### config.mk
export PLATFORM = sky130hd
export DESIGN_NAME = iob_nco_meter
export DESIGN_NICKNAME = d
export VERILOG_FILES = /design/src/rtl/iob_nco_meter.sv
export SDC_FILE = /design/constraint.sdc
export NUM_CORES = 1
export LEC_CHECK = 0
export ABC_AREA = 0
export BUFFER_PORTS_ARGS = -buffer_cell sky130_fd_sc_hd__buf_2
export CORE_MARGIN = 3
export CORE_UTILIZATION = 35
export DETAILED_ROUTE_END_ITERATION = 10
export MAX_ROUTING_LAYER = met4
export PLACE_DENSITY = 0.55
export SYNTH_ARGS = -nofsm -noshare
export SYNTH_HDL_FRONTEND = slang
export SYNTH_SLANG_ARGS = --single-unit
### constraint.sdc
create_clock -name clk_i -period 7 [get_ports clk_i]
set_input_delay 1.4 -clock clk_i [delete_from_list [all_inputs] [get_ports clk_i]]
set_output_delay 1.4 -clock clk_i [all_outputs]
set_load 0.03 [all_outputs]
### src/rtl/iob_nco_meter.sv
// iob_nco_meter: period/frequency meter for an asynchronous square wave.
// Averages the input period over 2^navg_i periods. The result is reported as an
// integer part plus a DATA_W-bit fraction, in the NCO period-register format.
//
// Ports:
//   clk_i          system clock
//   cke_i          clock enable; every register, synchronizer included, holds when 0
//   rst_i          synchronous active-high reset
//   enable_i       1 = measure continuously, 0 = go idle and hold results
//   navg_i         log2 of the number of periods per averaging window
//   sig_i          asynchronous signal under measurement (rising edges counted)
//   period_int_o   integer part of the average period, in clk_i cycles
//   period_frac_o  fractional part of the average period (x 2^-DATA_W)
//   valid_o        one-cycle pulse when a new result is written
//   overflow_o     last result saturated (period_int_o forced to all ones)
//   busy_o         state != IDLE
//   min_period_o / max_period_o  single-period extremes since ARM entry
//                  (only when IOB_NCO_METER_MINMAX_EN is defined)
//
// Optional feature macro: IOB_NCO_METER_MINMAX_EN
module iob_nco_meter #(
  parameter int unsigned DATA_W = 32,
  parameter int unsigned CNT_W  = 40,
  parameter int unsigned NAVG_W = 3
) (
  input  logic              clk_i,
  input  logic              cke_i,
  input  logic              rst_i,
  input  logic              enable_i,
  input  logic [NAVG_W-1:0] navg_i,
  input  logic              sig_i,
  output logic [DATA_W-1:0] period_int_o,
  output logic [DATA_W-1:0] period_frac_o,
  output logic              valid_o,
  output logic              overflow_o,
`ifdef IOB_NCO_METER_MINMAX_EN
  output logic [DATA_W-1:0] min_period_o,
  output logic [DATA_W-1:0] max_period_o,
`endif
  output logic              busy_o
);

  // Edge counter must hold 2^k for the largest k = 2^NAVG_W-1
  localparam int unsigned ECW = 1 << NAVG_W;
  localparam logic [CNT_W-1:0] ACC_MAX = '1;

  typedef enum logic [1:0] {IDLE, ARM, MEASURE} state_t;

  state_t            state, state_n;
  logic [1:0]        sync_q;
  logic              sig_d;
  logic              edge_det;
  logic [CNT_W-1:0]  acc;
  logic [ECW-1:0]    edge_cnt;
  logic [NAVG_W-1:0] k_q;

  logic              start_win;
  logic              write_res;
  logic              arm_entry;
  logic              last_edge;
  logic              acc_sat;
  logic [CNT_W-1:0]  t_total;
  logic [DATA_W-1:0] res_int;
  logic [DATA_W-1:0] res_frac;

  // Two-flop synchronizer plus registered rising-edge detect
  always_ff @(posedge clk_i) begin
    if (rst_i) begin
      sync_q   <= '0;
      sig_d    <= 1'b0;
      edge_det <= 1'b0;
    end else if (cke_i) begin
      sync_q   <= {sync_q[0], sig_i};
      sig_d    <= sync_q[1];
      edge_det <= sync_q[1] & ~sig_d;
    end
  end

  // State register
  always_ff @(posedge clk_i) begin
    if (rst_i) begin
      state <= IDLE;
    end else if (cke_i) begin
      state <= state_n;
    end
  end

  assign last_edge = (edge_cnt + ECW'(1)) == (ECW'(1) << k_q);

  // Next state and control strobes
  always_comb begin
    state_n   = state;
    start_win = 1'b0;
    write_res = 1'b0;
    arm_entry = 1'b0;
    case (state)
      IDLE: begin
        if (enable_i) begin
          state_n   = ARM;
          arm_entry = 1'b1;
        end
      end
      ARM: begin
        if (!enable_i) begin
          state_n = IDLE;
        end else if (edge_det) begin
          state_n   = MEASURE;
          start_win = 1'b1;
        end
      end
      MEASURE: begin
        if (!enable_i) begin
          state_n = IDLE;
        end else if (edge_det && last_edge) begin
          // Terminating edge also opens the next window
          write_res = 1'b1;
          start_win = 1'b1;
        end
      end
      default: state_n = IDLE;
    endcase
  end

  // acc is cleared on the opening edge, so the window total is acc+1 at the closing edge
  assign acc_sat  = (acc == ACC_MAX);
  assign t_total  = acc_sat ? acc : acc + CNT_W'(1);
  assign res_int  = DATA_W'(t_total >> k_q);
  assign res_frac = DATA_W'({t_total, DATA_W'(0)} >> k_q);

  // Window accumulator, edge counter and result registers
  always_ff @(posedge clk_i) begin
    if (rst_i) begin
      acc           <= '0;
      edge_cnt      <= '0;
      k_q           <= '0;
      period_int_o  <= '0;
      period_frac_o <= '0;
      valid_o       <= 1'b0;
      overflow_o    <= 1'b0;
      busy_o        <= 1'b0;
    end else if (cke_i) begin
      valid_o <= write_res;
      busy_o  <= (state_n != IDLE);
      if (start_win) begin
        acc      <= '0;
        edge_cnt <= '0;
        k_q      <= navg_i;
      end else if (state == MEASURE) begin
        if (!acc_sat) acc <= acc + CNT_W'(1);
        if (edge_det) edge_cnt <= edge_cnt + ECW'(1);
      end
      if (write_res) begin
        period_int_o  <= acc_sat ? '1 : res_int;
        period_frac_o <= res_frac;
        overflow_o    <= acc_sat;
      end
    end
  end

`ifdef IOB_NCO_METER_MINMAX_EN
  logic [DATA_W-1:0] pcnt;
  logic [DATA_W-1:0] single_p;
  logic              meas_edge;

  assign single_p  = (pcnt == '1) ? pcnt : pcnt + DATA_W'(1);
  assign meas_edge = (state == MEASURE) && enable_i && edge_det;

  // Single-period extremes; pcnt counts cycles since the previous edge
  always_ff @(posedge clk_i) begin
    if (rst_i) begin
      pcnt         <= '0;
      min_period_o <= '0;
      max_period_o <= '0;
    end else if (cke_i) begin
      if (edge_det && (state != IDLE)) begin
        pcnt <= '0;
      end else if ((state == MEASURE) && (pcnt != '1)) begin
        pcnt <= pcnt + DATA_W'(1);
      end
      if (arm_entry) begin
        min_period_o <= '1;
        max_period_o <= '0;
      end else if (meas_edge) begin
        if (single_p < min_period_o) min_period_o <= single_p;
        if (single_p > max_period_o) max_period_o <= single_p;
      end
    end
  end
`endif

endmodule

==> flow_summary.ini <==
[run_status]
status = finished clean

[route]
vias = 7530
wire_per_inst_um = 20.4
final_antenna_net_count = 0
viasPerCell = 6.10
top_layer = met4
wl_met1_mm = 12.2
met3_length_mm = 1.78
drtIter0Drc = 805
drc = 0
routed_wl_mm = 25.1
wl_met2_mm = 10.9
drtPass1Iterations = 5

[sta]
slew_headroom_pct = 26.6
finalSetupTns_ns = 0
finClkSkew_ns = 0.00889
period_minus_slack_ns = 4.01
setup_viol = 0
slew_viol_final = 0
fin_crit_sh_pct = 57.3
finalHoldViolations = 0
rsz0062_at_grt = false
fmax_mhz = 249
worst_slew_pin_slew_ns = 1.10
layout_setup_ws_ns = 2.99

[power_and_ir_drop]
fin_total_pwr_mw = 1.13
power.density_nw_per_um2 = 145
ir_worst_vdd_mv = 0.121
leakage_nw = 2.69

[setup_path]
cp_common_cell = a211oi_1
critical_path_class = reg -> reg
crit_buf_inv = 1
path_cells = inv_2 -> nand2_1 -> and3_1 -> or4_1 -> a2111oi_2 -> nand3_1 -> a211oi_1 -> a211oi_1
r2r_cells = 8
cp_data_arrival_time_ns = 4.22
critPathMaxFanout = 34
cp.required_ns = 7.21
start_kind = register
end_kind = register
rr_endpoint = period_int_o[20]
r2r_start = k_q[1]
crit_family = simple AND/OR/NAND/NOR gates
cp_slowest_cell = or4_1
max_stage_delay_ns = 0.66
rrSetupSlack_ns = 2.99

[logic_synthesis]
ys_ff_latch = 99
async_reset_ff_share_pct = 0
synth.largest_area_cell = dfxtp_1
synth_area_per_cell_um2 = 7.48
yosys_warnings = 0
ys_seq_area_share_pct = 27.2
synthFlopType = dfxtp_1
synthCells = 974
synth_most_common_cell = dfxtp_1
syn_area_um2 = 7280
yosysTopAreaCellShare_pct = 27.2
synth.distinct_cells = 85
synth_edf_count = 0
ys_top_cells_by_count = dfxtp_1 (99), nand2_1 (89), a21oi_1 (72), nor2_1 (69), clkbuf_1 (64)
ys_top_cells_by_area = dfxtp_1 (27%), a21oi_1 (4.9%), nand2_1 (4.6%), nand3_1 (3.9%), nor2_1 (3.6%)

[clock_network]
tritoncts = yes
cts_resized = 0
numCtsBuffers = 9
root_buffer = clkbuf_16
cts_setup_buffers = 0
ctsHtreeMaxLevel = 3
clock_sinks = 99
postCtsHoldBufs = 0
clockBufferDepth = 2
clk_pin_slew_ns = 0.07
clock_latency_ns = 0.36

[finish]
n_fill_cell = 2165
nets = 974
antennaDiodeCount = 0
area_growth_pct = 7.27
drive_above_1_share_pct = 11.1
fin_util_pct = 38.4
stdcell_count = 1235

[grt]
grt_usage_pct = 22.3
grt_pass1_vias = 6590
grt_antenna_before_repair = 0
grt_max_degree = 50
grt_pass1_wl_mm = 38.8
gr-total-overflow = 0

[place]
io_buffer_count = 49
dp_worst_setup_slack_ns = 2.94
dp.cells = 1219
hpwl_mm = 18.1
finalWeightedCongestion = 0.955

[floorplanning]
io_pins = 75
die_area_um2 = 22600
initial_utilization_pct = 35.8
placementRows = 52
core_um2 = 20400
dieWidth_um = 150
die_h_um = 150

[worst_hold_path]
whs_path_depth = 2
min-delay-start = overflow_o
min_to = overflow_o
min_path_type = reg -> reg

[flow_run]
cap_violations = 0
-- sequential cells by signal (all words and copies together) (netlist names) --
signal,count
valid_o,1
edge_cnt,8
acc,40
edge_det,1
sig_d,1
state,2
period_int_o,32
period_frac_o,7
sync_q,2
overflow_o,1
k_q,3
busy_o,1
-- worst max-delay path by stage --
stage	from	to	slack, ns	cells past startpoint
global route	k_q[1]	period_int_o[20]	2.79	8
CTS	k_q[1]	acc[10]	3.04	9
finish	k_q[1]	period_int_o[20]	2.99	8
floorplan	enable_i	period_int_o[15]	3.84	7
global placement	cke_i	period_int_o[31]	3.00	7
detailed placement	enable_i	acc[10]	2.94	9
-- cell type report --
cell class	count	area [um^2]	area share (%)
clock buffer	12	246	3.16
clock inverter	4	50.0	0.641
inverter	16	60.1	0.769
multi-input combinational	771	4780	61.2
sequential	99	1980	25.4
tap	270	338	4.32
timing repair buffer	63	350	4.49
-- through the flow --
step	hold slack [ns]	cell area, um^2
after floorplan	0.451	7370
after global placement	0.442	7510
after detailed placement	0.447	7510
after CTS	0.459	7810
after global routing	0.475	7810
final	0.456	7810
-- kinds of logic after synthesis --
family	after synthesis	share of synthesized area, %
and+or+nand+nor	394	28.7
AOI/OAI and AO/OA	299	28.1
buffers and inverters	128	8.44
DFF	99	27.2
xor gates and xnor gates	25	3.01
muxes	22	3.44
adders and majority gates	6	1.03
other	1	0.0515
-- power breakdown --
| group | switching [mW] | total, mW | internal, mW |
|---|---|---|---|
| sequential | 0.00124 | 0.566 | 0.564 |
| combinational | 0.0398 | 0.0466 | 0.00681 |
| clock | 0.231 | 0.519 | 0.287 |
-- layer usage --
layer	up-vias	global-route usage (%)
met5	-	-
met4	0	4.62
met3	16	3.79
met2	313	32.5
met1	3588	32.6
li1	3613	-
-- layout by cell type, fill, tap and decap left out, types with 9 or more instances in the layout --
| cell type | n |
|---|---|
| or4_1 | 15 |
| dfxtp_1 | 98 |
| nor2_1 | 69 |
| o21ai_0 | 28 |
| o221ai_1 | 12 |
| inv_1 | 15 |
| xor2_1 | 12 |
| mux2i_1 | 16 |
| a31oi_1 | 25 |
| conb_1 | 25 |
| or3_1 | 11 |
| and3_1 | 25 |
| o211ai_1 | 14 |
| clkbuf_16 | 9 |
| nor3_1 | 45 |
| nand3_1 | 57 |
| o21ai_1 | 29 |
| o21a_1 | 10 |
| a211oi_1 | 27 |
| buf_4 | 14 |
| a21oi_1 | 72 |
| nand4_1 | 31 |
| nand2_1 | 89 |
| xnor2_1 | 13 |
| buf_2 | 49 |
| and4_1 | 12 |
-- tightest hold or removal path, stage by stage, from the launching register on --
cell,delay [ns]
dfxtp_1,0.31
nand2_1,0.05
a21oi_1,0.05
Note: power is estimated with default switching activity, not from simulation.
